--- src/rtl/result_collector.sv ---
// result_collector: gathers result beats from the SMVM datapath into a
// show-ahead FIFO and presents them to a downstream consumer with
// valid/ready handshaking. A job is started with a row count; the block
// counts incoming beats, stores what fits, flags drops in a sticky
// overflow bit, drains the FIFO and then pulses done for one cycle.
//
// Optional build macro: RESULT_COLLECTOR_ROW_TAG_EN
//   When defined, every FIFO entry also carries the 0-based receive count
//   at acceptance, presented on o_row for the head entry. When undefined,
//   entries are data only and o_row is tied to zero.
module result_collector #(
    parameter int DW    = 12,
    parameter int DEPTH = 16,
    parameter int RW    = 9
) (
    input  logic          clk,
    input  logic          rst_n,
    input  logic          start,
    input  logic [RW-1:0] rows_cfg,
    input  logic          in_valid,
    input  logic [DW-1:0] in_data,
    output logic          o_valid,
    input  logic          o_ready,
    output logic [DW-1:0] o_data,
    output logic [RW-1:0] o_row,
    output logic          busy,
    output logic          done,
    output logic          overflow
);

    // ------------------------------------------------------------------
    // Local constants
    // ------------------------------------------------------------------
    localparam int AW = (DEPTH > 1) ? $clog2(DEPTH) : 1;

`ifdef RESULT_COLLECTOR_ROW_TAG_EN
    localparam int EW = DW + RW;
`else
    localparam int EW = DW;
`endif

    localparam logic [1:0] S_IDLE    = 2'd0;
    localparam logic [1:0] S_COLLECT = 2'd1;
    localparam logic [1:0] S_DRAIN   = 2'd2;
    localparam logic [1:0] S_DONE    = 2'd3;

    localparam logic [AW-1:0] PTR_ONE    = AW'(1);
    localparam logic [AW:0]   CNT_ONE    = (AW + 1)'(1);
    localparam logic [AW:0]   FULL_COUNT = (AW + 1)'(DEPTH);
    localparam logic [RW-1:0] RCV_ONE    = RW'(1);

    // ------------------------------------------------------------------
    // State
    // ------------------------------------------------------------------
    logic [1:0]    state_reg;
    logic [1:0]    state_next;
    logic [RW-1:0] rows_reg;
    logic [RW-1:0] rcv_cnt_reg;
    logic          overflow_reg;

    logic [AW-1:0] wr_ptr_reg;
    logic [AW-1:0] rd_ptr_reg;
    logic [AW:0]   count_reg;

    logic [EW-1:0] mem [DEPTH];

    // ------------------------------------------------------------------
    // Handshake / FIFO control decode
    // ------------------------------------------------------------------
    logic          fifo_empty;
    logic          fifo_full;
    logic          pop;
    logic          beat;
    logic          push;
    logic          drop;
    logic          start_job;
    logic [RW-1:0] rcv_cnt_inc;
    logic          last_beat;
    logic [EW-1:0] wr_entry;
    logic [EW-1:0] head_entry;

    assign fifo_empty  = (count_reg == '0);
    assign fifo_full   = (count_reg == FULL_COUNT);

    // A pop needs a visible head, so a beat pushed into an empty FIFO can
    // never leave in the same cycle it arrives.
    assign pop         = !fifo_empty && o_ready;

    // Only beats seen while collecting are counted or stored.
    assign beat        = (state_reg == S_COLLECT) && in_valid;

    // When full, a simultaneous pop frees the slot the beat needs.
    assign push        = beat && (!fifo_full || pop);
    assign drop        = beat && fifo_full && !pop;

    assign start_job   = (state_reg == S_IDLE) && start;
    assign rcv_cnt_inc = rcv_cnt_reg + RCV_ONE;
    assign last_beat   = beat && (rcv_cnt_inc == rows_reg);

`ifdef RESULT_COLLECTOR_ROW_TAG_EN
    // Tag is the receive count before this beat, i.e. the 0-based row index.
    assign wr_entry = {rcv_cnt_reg, in_data};
`else
    assign wr_entry = in_data;
`endif

    assign head_entry = mem[rd_ptr_reg];

    // ------------------------------------------------------------------
    // Next-state logic for the job sequencer
    // ------------------------------------------------------------------
    always_comb begin
        state_next = state_reg;
        case (state_reg)
            S_IDLE: begin
                if (start) begin
                    state_next = (rows_cfg == '0) ? S_DONE : S_COLLECT;
                end
            end
            S_COLLECT: begin
                if (last_beat) begin
                    state_next = S_DRAIN;
                end
            end
            S_DRAIN: begin
                if (fifo_empty) begin
                    state_next = S_DONE;
                end
            end
            S_DONE: begin
                state_next = S_IDLE;
            end
            default: begin
                state_next = S_IDLE;
            end
        endcase
    end

    // Sequencer state register
    always_ff @(posedge clk or negedge rst_n) begin
        if (!rst_n) begin
            state_reg <= S_IDLE;
        end else begin
            state_reg <= state_next;
        end
    end

    // Job configuration: row count captured only when a job is launched
    always_ff @(posedge clk or negedge rst_n) begin
        if (!rst_n) begin
            rows_reg <= '0;
        end else if (start_job) begin
            rows_reg <= rows_cfg;
        end
    end

    // Receive counter: cleared on launch, bumped by every collected beat
    // whether it was stored or dropped
    always_ff @(posedge clk or negedge rst_n) begin
        if (!rst_n) begin
            rcv_cnt_reg <= '0;
        end else if (start_job) begin
            rcv_cnt_reg <= '0;
        end else if (beat) begin
            rcv_cnt_reg <= rcv_cnt_inc;
        end
    end

    // Sticky overflow flag: set on any dropped beat, cleared on launch
    always_ff @(posedge clk or negedge rst_n) begin
        if (!rst_n) begin
            overflow_reg <= 1'b0;
        end else if (start_job) begin
            overflow_reg <= 1'b0;
        end else if (drop) begin
            overflow_reg <= 1'b1;
        end
    end

    // ------------------------------------------------------------------
    // FIFO
    // ------------------------------------------------------------------

    // Write pointer wraps naturally modulo DEPTH
    always_ff @(posedge clk or negedge rst_n) begin
        if (!rst_n) begin
            wr_ptr_reg <= '0;
        end else if (push) begin
            wr_ptr_reg <= wr_ptr_reg + PTR_ONE;
        end
    end

    // Read pointer wraps naturally modulo DEPTH
    always_ff @(posedge clk or negedge rst_n) begin
        if (!rst_n) begin
            rd_ptr_reg <= '0;
        end else if (pop) begin
            rd_ptr_reg <= rd_ptr_reg + PTR_ONE;
        end
    end

    // Occupancy tracks push/pop; simultaneous push and pop leave it unchanged
    always_ff @(posedge clk or negedge rst_n) begin
        if (!rst_n) begin
            count_reg <= '0;
        end else begin
            case ({push, pop})
                2'b10:   count_reg <= count_reg + CNT_ONE;
                2'b01:   count_reg <= count_reg - CNT_ONE;
                default: count_reg <= count_reg;
            endcase
        end
    end

    // Storage array; contents need no reset because the head is masked
    // whenever the FIFO is empty
    always_ff @(posedge clk) begin
        if (push) begin
            mem[wr_ptr_reg] <= wr_entry;
        end
    end

    // ------------------------------------------------------------------
    // Outputs
    // ------------------------------------------------------------------
    assign o_valid  = !fifo_empty;
    assign o_data   = fifo_empty ? '0 : head_entry[DW-1:0];

`ifdef RESULT_COLLECTOR_ROW_TAG_EN
    assign o_row    = fifo_empty ? '0 : head_entry[EW-1:DW];
`else
    assign o_row    = '0;
`endif

    assign busy     = (state_reg == S_COLLECT) || (state_reg == S_DRAIN);
    assign done     = (state_reg == S_DONE);
    assign overflow = overflow_reg;

endmodule

--- config.mk ---
export PLATFORM = sky130hd
export DESIGN_NAME = result_collector
export DESIGN_NICKNAME = d
export VERILOG_FILES = /design/src/rtl/result_collector.sv
export SDC_FILE = /design/constraint.sdc
export NUM_CORES = 1
export LEC_CHECK = 0
export ABC_AREA = 0
export CAP_MARGIN = 20
export CELL_PAD_IN_SITES_DETAIL_PLACEMENT = 0
export CELL_PAD_IN_SITES_GLOBAL_PLACEMENT = 1
export CORE_AREA = 3 3 140 142
export CTS_BUF_LIST = sky130_fd_sc_hd__clkbuf_4 sky130_fd_sc_hd__clkbuf_8 sky130_fd_sc_hd__clkbuf_16
export DETAILED_ROUTE_END_ITERATION = 10
export DIE_AREA = 0 0 143 145
export DONT_BUFFER_PORTS = 1
export PLACE_DENSITY = 0.74
export SYNTH_ARGS = -nofsm -noshare
export SYNTH_HDL_FRONTEND = slang
export SYNTH_SLANG_ARGS = --single-unit
--- constraint.sdc ---
create_clock -name clk -period 3.5 [get_ports clk]
set_input_delay 0.7 -clock clk [delete_from_list [all_inputs] [get_ports clk]]
set_output_delay 0.7 -clock clk [all_outputs]
set_load 0.005 [all_outputs]
==> results <==
- The flow ran to the end, and the final reports show no timing, DRC or antenna violations.
- The commonest non-fill, non-tap cell in the layout is edfxtp_1.
- The highest net fanout along the worst path is 19.
- Summing all multi-input logic gate instances after layout gives between 0.002 and 0.003 mm².
- The uppermost layer routed is met4.
- The final worst-path cycle share is 0.959.
- After the first detailed-routing iteration, the DRC count stood at 410.
- The ratio of cells with drive above 1 in the final layout is 0.203.
- The vertical die dimension is 145 µm.
- Setup repair after global routing left no endpoint under its margin.
- Summed over all layers, the global routing overflow is 0.
- The wire length of the first global-routing pass is 29900 µm.
- The clock transition at the registers of the reported paths is 60 ps.
- The worst path needs 3360 ps of the cycle, external delays included.
- The max-slew violation count was 0.
- Across the run, the number of max-cap violations was 0.
- The sequential cells in the finished layout cover a total of 0.00662 mm².
- Hold is met by 32.3 ps.
- On the final layout, the worst clock skew is 13.1 ps.
- The met2 routed wirelength is 9280 µm.
- The via count of the first global-routing pass came to 4978.
- The number of search-and-repair iterations in the first detailed-routing pass is 4.
- Counting distinct cell types in the post-synthesis netlist gives 45.
- The number of clock buffers inserted by TritonCTS is 23.
- CTS built an H-tree with a depth of 1.
- The number of endpoints failing setup at the final stage is 0.
- Counting flops with a built-in enable in the synthesized netlist gives 192.
- In this run the tool buffered the top-level ports with 0 buffer cells.
- For this run, the leading register cell type out of synthesis is edfxtp_1.
- The floorplan has 50 rows.
- The total standard cell area after synthesis is approximately 0.0095 mm².
- The share of async-settable or async-resettable flops after synthesis is 0.150.
- Prior to clock tree synthesis, the placed netlist has a worst setup slack of 551 ps.
- The number of top-level design ports is 51.
- The via count normalized by instance count is a little under 6.
- The register with the most flip-flops in the layout has 192 of them.
- After the last flow step, the layout net total stands at 592.
- Yosys printed 0 warnings.
- After detailed routing, the met3 layer carries 1120 µm of wire.
- In this run the worst hold path is classified as primary input to async pin.
- The sequential fraction of the synthesis area is 0.696.
- Based on the critical path, the design can be clocked at up to about 300 MHz.
- The number of antenna violations at the first check in global routing is 0.
- The final total negative setup slack is 0 ps.
- The per-instance average area after synthesis is 17.8 µm².
- The worst-case IR drop observed on VDD is 0.401 mV.
- Wires add up to 19100 µm.
- Once detail routing completed, the nets flagged for antenna violations numbered 0.
- In this run the tightest slew margin relative to its limit is 0.401.
- The detailed-route via count is 4753.
- The number of remaining DRC errors is 0.
- Leaving out fill and tap cells, the most frequent cells in the layout are 192 x edfxtp_1, 60 x mux4_2, 47 x nand2_1.
- The initial utilization of the core area, before any placement, comes to 0.511.
- At the pin with the least slew margin, the transition time is 887 ps.
- The relative area change from synthesis to final layout is 11.6%.
- The clock latency on the worst-skew pair is 500 ps.
- The element type at the critical path start is a flip-flop.
- In the global route stage, overall resource usage came out at 0.190.
- STA puts the critical path data arrival time at 2660 ps.
- The critical path data required time is 2800 ps.
- The CTS tree is built.
- The worst setup path is captured at an output pin.
- The flip-flop and latch count after synthesis is 226.
- Once the clock tree was built, the setup fixing pass inserted 0 buffers.
- Dividing the detail-routed wire length by the instance count gives 23.9 µm.
- In the synthesized netlist, the number of instances is around 530.
- The clock passes through at most 3 buffers.
- The placer congestion estimate is around 0.78.
- The width of the chip is 143 µm.
- The placeable core area is 0.0186 mm².
- Clock tree synthesis found a total of 226 sinks.
- The cell leakage power is 3.65 nW.
- The full die area is 0.0207 mm².
- Entering global routing, the biggest net connects 35 pins.
- The detailed-placement wirelength estimate is 12100 µm.
- The final worst setup slack is 142 ps.
- The number of hold-slack violations in the final timing report was 0.
- For this design the ratio of total power to cell area is 783 mW/mm².
- The filler cells instantiated in the layout total 1399.
- For this block, wires on met1 add up to just over 8000 µm.
- The critical path is of the flip-flop to output pin type.
- The clock tree root driver cell is clkbuf_16.
- The antenna diode count is 0.
[Yosys cell counts, types with 2 or more instances]
master / n / area (µm²)
a211oi_1: 2 / 15.0
a21o_1: 2 / 15.0
a21oi_1: 4 / 20.0
a221oi_1: 2 / 17.5
a31oi_1: 4 / 25.0
and2_1: 33 / 206
and3_1: 2 / 12.5
buf_1: 3 / 11.3
buf_2: 6 / 30.0
buf_4: 9 / 67.6
clkbuf_1: 12 / 45.0
dfrtp_1: 34 / 851
edfxtp_1: 192 / 5770
ha_1: 14 / 175
inv_1: 10 / 37.5
mux4_2: 60 / 1350
nand2_1: 47 / 176
nand3_1: 10 / 50.1
nand4_1: 2 / 12.5
nor2_1: 14 / 52.6
nor2b_1: 5 / 31.3
nor3_1: 7 / 35.0
nor4_1: 3 / 18.8
nor4b_1: 2 / 17.5
o21a_1: 2 / 15.0
o21ai_0: 5 / 25.0
o31ai_1: 2 / 15.0
or4_1: 4 / 30.0
xnor2_1: 14 / 123
xor2_1: 12 / 105
[timing repair]
item / in CTS / in global routing
endpoints found under the setup margin: 0 / 0
hold buffers: 1 / 0
gates resized for setup: 0 / 0
endpoints found under the hold margin: 34 / 0
[final timing paths]
path	start	to	slack, ps	cells after the start
min reg2reg	count_reg[4]$_DFFE_PN0P_	count_reg[4]$_DFFE_PN0P_	490	1
max	rd_ptr_reg[0]$_DFFE_PN0P_	o_data[6]	140	4
min	rst_n	rcv_cnt_reg[1]$_DFFE_PN0P_	30	1
max reg2reg	state_reg[1]$_DFFE_PN0P_	mem[4][10]$_DFFE_PP_	540	7
min in group clk	in_data[4]	mem[14][4]$_DFFE_PP_	300	0
max in group asynchronous	rst_n	rd_ptr_reg[0]$_DFFE_PN0P_	3270	1
[per-layer routing]
layer | vias to the layer above | track usage
li1 | 2094 | -
met5 | - | 0
met3 | 31 | 0.0346
met2 | 129 | 0.299
met1 | 2499 | 0.280
met4 | 0 | 0.0461
[report_power, final]
| group | total [mW] | leakage [nW] | internal, mW | switching [mW] |
|---|---|---|---|---|
| logic | 2.31 | 1.12 | 1.24 | 1.07 |
| clock network | 2.49 | 0.380 | 1.52 | 0.964 |
| registers | 3.50 | 2.15 | 3.19 | 0.318 |
[logic make-up (layout without fill, tap and decap cells)]
logic type | Yosys count | count (layout) | synth area share
AOI/OAI and AO/OA | 30 | 30 | 0.0230
buffers and inverters | 41 | 66 | 0.0213
other | 1 | 9 | 0.000395
DFF | 226 | 226 | 0.696
muxes | 61 | 61 | 0.143
adders and majority gates | 15 | 15 | 0.0205
xor gates and xnor gates | 26 | 26 | 0.0240
and+or+nand+nor | 133 | 133 | 0.0711
[metrics by stage]
step,instances,util,total power [mW],cell area (µm²)
after floorplan,541,-,5.27,9530
after global placement,759,0.528,5.84,9820
after detailed placement,759,0.528,5.89,9820
after CTS,800,0.571,8.39,10600
after global routing,800,0.571,8.72,10600
final,800,0.571,8.30,10600
[critical path: stages (launching register included)]
cell     delay [ps]
dfrtp_4         680
buf_12          240
mux4_2          540
mux4_2          480
and2_1          210
[area by class of cell]
cell class                      instances  share of cell area
Inverter                               10             0.00354
Clock inverter                         13              0.0152
Clock buffer                           27              0.0571
Timing Repair Buffer                   16              0.0160
Sequential cell                       226               0.624
Tap cell                              234              0.0276
Multi-Input combinational cell        274               0.256
Note: power is estimated with default switching activity, not from simulation.
